[src/rtl/ll_pkg.sv]
// rtl/ll_pkg.sv - shared constants and sizing helpers for the line-length feature extractor
package ll_pkg;

  localparam int default_input_width = 32;
  localparam int default_window_len  = 16;

  function automatic int clog2_int(input int value);
    int r;
    r = 0;
    for (int i = 0; i < 31; i++) begin
      if ((1 << i) < value) r = i + 1;
    end
    return r;
  endfunction

  // Sign-extended difference width plus room for window_len maximal entries.
  function automatic int acc_width(input int input_width, input int window_len);
    return input_width + 1 + clog2_int(window_len);
  endfunction

endpackage

[src/rtl/ll_window_buf.sv]
// rtl/ll_window_buf.sv - circular buffer of absolute differences, write-and-read-oldest per cycle
module ll_window_buf
  import ll_pkg::*;
#(
  parameter int width = default_input_width + 1,
  parameter int depth = default_window_len
) (
  input  logic             clk,
  input  logic             rst,
  input  logic             wr_en,
  input  logic [width-1:0] wr_data,
  output logic [width-1:0] oldest
);

  localparam int ptr_width = clog2_int(depth);

  logic [width-1:0]     mem [depth];
  logic [ptr_width-1:0] wr_ptr;

  // The slot about to be overwritten holds the entry leaving the window.
  assign oldest = mem[wr_ptr];

  always_ff @(posedge clk) begin
    if (rst) begin
      for (int i = 0; i < depth; i++) mem[i] <= '0;
      wr_ptr <= '0;
    end else if (wr_en) begin
      mem[wr_ptr] <= wr_data;
      wr_ptr      <= wr_ptr + 1'b1;
    end
  end

endmodule

[src/rtl/ll_comp_unit.sv]
// rtl/ll_comp_unit.sv - sliding-window line-length extractor; LL_MEAN_OUT_EN selects mean output over saturated sum
module ll_comp_unit
  import ll_pkg::*;
#(
  parameter int input_width = default_input_width,
  parameter int window_len  = default_window_len
) (
  input  logic                          clk,
  input  logic                          rst,
  input  logic signed [input_width-1:0] din,
  input  logic                          en,
  output logic signed [input_width:0]   dout,
  output logic                          data_valid
);

  localparam int lw = clog2_int(window_len);
  localparam int aw = acc_width(input_width, window_len);
  localparam int dw = input_width + 1;
  localparam logic [lw:0] fill_full = (lw + 1)'(window_len);

  logic signed [input_width-1:0] prev;
  logic                          primed;
  logic [aw-1:0]                 acc;
  logic [lw:0]                   fill;

  logic signed [dw-1:0] diff;
  logic [dw-1:0]        abs_diff;
  logic [dw-1:0]        oldest;
  logic [aw-1:0]        acc_next;
  logic [lw:0]          fill_next;
  logic [dw-1:0]        result;
  logic                 step;

  assign step = en && primed;

  ll_window_buf #(
    .width(dw),
    .depth(window_len)
  ) u_window_buf (
    .clk    (clk),
    .rst    (rst),
    .wr_en  (step),
    .wr_data(abs_diff),
    .oldest (oldest)
  );

  always_comb begin
    diff      = dw'(din) - dw'(prev);
    abs_diff  = diff[dw-1] ? -diff : diff;
    // acc always covers oldest, so the subtraction never wraps.
    acc_next  = acc + aw'(abs_diff) - aw'(oldest);
    fill_next = (fill == fill_full) ? fill : fill + 1'b1;
`ifdef LL_MEAN_OUT_EN
    result    = acc_next[aw-1:lw];
`else
    if (|acc_next[aw-1:input_width]) result = {1'b0, {input_width{1'b1}}};
    else                             result = {1'b0, acc_next[input_width-1:0]};
`endif
  end

  always_ff @(posedge clk) begin
    if (rst) begin
      prev       <= '0;
      primed     <= 1'b0;
      acc        <= '0;
      fill       <= '0;
      dout       <= '0;
      data_valid <= 1'b0;
    end else begin
      data_valid <= 1'b0;
      if (en) begin
        prev   <= din;
        primed <= 1'b1;
        if (primed) begin
          acc  <= acc_next;
          fill <= fill_next;
          if (fill_next == fill_full) begin
            dout       <= result;
            data_valid <= 1'b1;
          end
        end
      end
    end
  end

endmodule

[config.mk]
export PLATFORM = sky130hd
export DESIGN_NAME = ll_comp_unit
export DESIGN_NICKNAME = d
export VERILOG_FILES = /design/src/rtl/ll_pkg.sv /design/src/rtl/ll_window_buf.sv /design/src/rtl/ll_comp_unit.sv
export SDC_FILE = /design/constraint.sdc
export NUM_CORES = 1
export LEC_CHECK = 0
export BUFFER_PORTS_ARGS = -buffer_cell sky130_fd_sc_hd__buf_2
export CAP_MARGIN = 20
export CORE_MARGIN = 2
export CORE_UTILIZATION = 45
export CTS_BUF_LIST = sky130_fd_sc_hd__clkbuf_4
export DETAILED_ROUTE_END_ITERATION = 8
export GPL_ROUTABILITY_DRIVEN = 0
export PLACE_DENSITY = 0.69
export RECOVER_POWER = 100
export SETUP_SLACK_MARGIN = 0.05
export SLEW_MARGIN = 10
export SYNTH_ARGS = -nofsm -noshare
export SYNTH_HDL_FRONTEND = slang
export SYNTH_HIERARCHICAL = 1
export SYNTH_SLANG_ARGS = --single-unit
[constraint.sdc]
create_clock -name clk -period 18.9 [get_ports clk]
set_input_delay 3.78 -clock clk [delete_from_list [all_inputs] [get_ports clk]]
set_output_delay 3.78 -clock clk [all_outputs]
set_load 0.01 [all_outputs]
==> impl_metrics.env <==
export IMPL_antenna_found_initial=3
export IMPL_irDropWorstVdd_uv=78.0
export IMPL_dp_hpwl_mm=56.4
export IMPL_synthAdderAreaFrac_pct=4.76
export IMPL_maxCapViolations=42
export IMPL_dieArea_mm2=0.0784
export IMPL_num_nets_final=3104
export IMPL_critical_path_startpoint_type="primary input"
export IMPL_hold_path_class="flop to flop"
export IMPL_area_delta_synth_final_pct=9.58
export IMPL_rows=101
export IMPL_crit_required_ns=19.59
export IMPL_yosys_warnings=6
export IMPL_synth_top_family_by_area="simple AND/OR/NAND/NOR gates"
export IMPL_post_route_drc_count=0
export IMPL_ant_nets=0
export IMPL_whs_endpoint="acc[21]"
export IMPL_gr_total_overflow=0
export IMPL_synth_compound_area_share_pct=8.06
export IMPL_powerDensity_mw_per_mm2=122
export IMPL_slowest_stage="a211oi_1"
export IMPL_setup_viol=0
export IMPL_final_cell_mix="528 x edfxtp_1, 290 x and2_0, 251 x clkbuf_4"
export IMPL_grt_first_pass_wirelength_mm=137
export IMPL_clock_latency_ns=1.05
export IMPL_reg2reg_slack_ns=9.39
export IMPL_yosys_mux_area_fraction_pct=10.1
export IMPL_ys_types=80
export IMPL_clock_skew_ns=0.0675
export IMPL_ys_flop_type="edfxtp_1"
export IMPL_r2r_end="dout[18]"
export IMPL_outcome="finished with violations"
export IMPL_die_x_um=280
export IMPL_crit_arrival_ns=12.71
export IMPL_critPathMaxStageDelay_ns=1.01
export IMPL_layout_cells_most_common="edfxtp_1"
export IMPL_min_period_ns=12.02
export IMPL_synth_edf_count=528
export IMPL_tightest_slew_ns=3.85
export IMPL_final_cells=4058
export IMPL_tritoncts="done"
export IMPL_hold_depth=2
export IMPL_core_area_mm2=0.0757
export IMPL_totalWireLength_mm=91.0
export IMPL_synth_xor_area_share_pct=2.78
export IMPL_syn_area_mm2=0.0343
export IMPL_grtUsageTotal_pct=23.1
export IMPL_stdcell_area_mm2=0.0376
export IMPL_relSlewSlack_pct=-157
export IMPL_r2r_start="prev[7]"
export IMPL_synthArstFlopShare_pct=0
export IMPL_start_util_pct=45.3
export IMPL_grt_max_degree=86
export IMPL_r2r_cells=24
export IMPL_drive_gt1_share_pct=15.4
export IMPL_ys_seq_elements=644
export IMPL_dpl_cell_area_mm2=0.0354
export IMPL_syn_mean_instance_area_um2=12.0
export IMPL_cts_hold_buf=0
export IMPL_fmax_ghz=0.0832
export IMPL_root_buffer="clkbuf_4"
export IMPL_die_h_um=280
export IMPL_rsz0062_at_grt="no"
export IMPL_num_io_pins=69
export IMPL_synth_simple_area_share_pct=16.9
export IMPL_post_cts_buffers=0
export IMPL_hold_violations=0
export IMPL_p_leak_nw=13.9
export IMPL_worstSetupStartpoint="din[0]"
export IMPL_fin_setup_tns_ns=0
export IMPL_fillers=6570
export IMPL_vias_per_cell=5.81
export IMPL_cts_sinks=644
export IMPL_drt_iter0_drc=2306
export IMPL_ys_seq_area_share_pct=53.0
export IMPL_crit_path_end_kind="flop"
export IMPL_cts_resized=0
export IMPL_syn_inst=2848
export IMPL_cts_buffers=166
export IMPL_path_class="primary input to flop"
export IMPL_final_max_slew_violation_count=1154
export IMPL_cp_max_fo=22
export IMPL_wl_per_cell_um=22.4
export IMPL_dr_pass1_iters=6
export IMPL_min_from="acc[21]"
export IMPL_synth_nets=2993
export IMPL_grt_pass1_vias=23900
export IMPL_clk_pin_slew_worst_paths_ns=0.07
export IMPL_dp_cells=3750
export IMPL_io_buffer_count=67
export IMPL_dr_total_vias=23600
export IMPL_fin_util_pct=49.6
export IMPL_max_clock_path_buffers=3
export IMPL_final_period_utilization_pct=63.6
export IMPL_violations="capacitance limit, slew limit"
export IMPL_htreeDepth=4
[final cells by class]
type / instances / area [µm²] / area share, %
Timing Repair Buffer: 137 / 676 / 1.80
Multi-Input combinational cell: 1853 / 14700 / 39.1
Inverter: 157 / 589 / 1.57
Clock inverter: 36 / 337 / 0.896
Antenna cell: 3 / 7.51 / 0.0200
Sequential cell: 644 / 18200 / 48.4
Tap cell: 978 / 1220 / 3.26
Clock buffer: 250 / 1880 / 5.00
[power breakdown]
group / total (W) / internal [W] / leakage, nW / switching [W]
clock: 0.00127 / 0.000695 / 1.31 / 0.000571
sequential: 0.00164 / 0.00161 / 6.39 / 0.0000348
combinational: 0.00169 / 0.000578 / 6.16 / 0.00112
total: 0.00460 / 0.00288 / 13.9 / 0.00172
[worst max-delay path by stage]
stage / end / cells after the start
2_1_floorplan: dout[2] / 23
3_5_place_dp: dout[26] / 25
3_3_place_gp: dout[2] / 25
5_1_grt: dout[18] / 24
4_1_cts: dout[26] / 25
6_report: dout[18] / 26
[Yosys cell counts (6+ instances only)]
cell | instances | area [µm²]
a211oi_1 | 17 | 128
a21o_1 | 16 | 120
a21oi_1 | 109 | 546
a22oi_1 | 68 | 510
a311oi_1 | 34 | 298
a31oi_1 | 9 | 56.3
and2_1 | 540 | 3380
and3_1 | 15 | 93.8
buf_12 | 6 | 120
buf_2 | 21 | 105
clkbuf_1 | 160 | 601
dfxtp_1 | 116 | 2320
edfxtp_1 | 528 | 15900
fa_1 | 34 | 681
ha_1 | 76 | 951
inv_1 | 157 | 589
mux2i_1 | 42 | 420
mux4_1 | 19 | 499
mux4_2 | 113 | 2540
nand2_1 | 146 | 548
nand2b_1 | 16 | 100
nand3_1 | 25 | 125
nand4_1 | 17 | 106
nor2_1 | 169 | 634
nor2b_1 | 28 | 175
nor3_1 | 17 | 85.1
nor4_1 | 8 | 50.1
o2111ai_1 | 6 | 52.6
o211ai_1 | 10 | 75.1
o21a_1 | 12 | 90.1
o21ai_0 | 69 | 345
o21bai_1 | 6 | 45.0
o31ai_1 | 8 | 60.1
or2_2 | 26 | 163
or3_1 | 12 | 75.1
or4_1 | 7 | 52.6
xnor2_1 | 58 | 508
xor2_1 | 51 | 447
[flip-flops by register name, summed over array words and instances (netlist names), named ones only]
| name | flops |
|---|---|
| u_window_buf/mem | 528 |
| acc | 37 |
| dout | 32 |
| prev | 32 |
| fill | 5 |
| u_window_buf/wr_ptr | 4 |
| data_valid | 1 |
| primed | 1 |
[routing by layer]
metal	part of all wire, %	GRT usage (%)	wire [µm]
met5	0	0	0
met3	7.7	4.57	7010
met4	3.6	10.1	3270
met1	40	28.9	36100
met2	49	39.0	44600
[logic make-up after synthesis]
| kind of cell | Yosys count |
|---|---|
| simple gates | 1048 |
| fa+ha+maj | 110 |
| buf+inv | 351 |
| flops | 644 |
| xor+xnor | 109 |
| mux | 175 |
| other cells | 1 |
| compound gates | 410 |
[through the flow]
step	power (W)	setup slack, ns	hold slack [ns]
2_1_floorplan	0.00284	9.31	0.435
3_3_place_gp	0.00328	7.47	0.449
3_5_place_dp	0.00332	7.28	0.453
4_1_cts	0.00459	8.35	0.463
5_1_grt	0.00486	6.19	0.478
6_report	0.00460	6.88	0.461
[critical path, delay by kind of cell]
kind,cells,cell delay (ns)
AO/OA/AOI/OAI,12,4.25
buffers and inverters,4,1.54
adder cells (fa/ha/maj),4,1.35
XOR/XNOR,1,0.97
AND/OR/NAND/NOR,4,0.67
multiplexers,1,0.13
No activity file was read; power rests on OpenSTA's default activity.
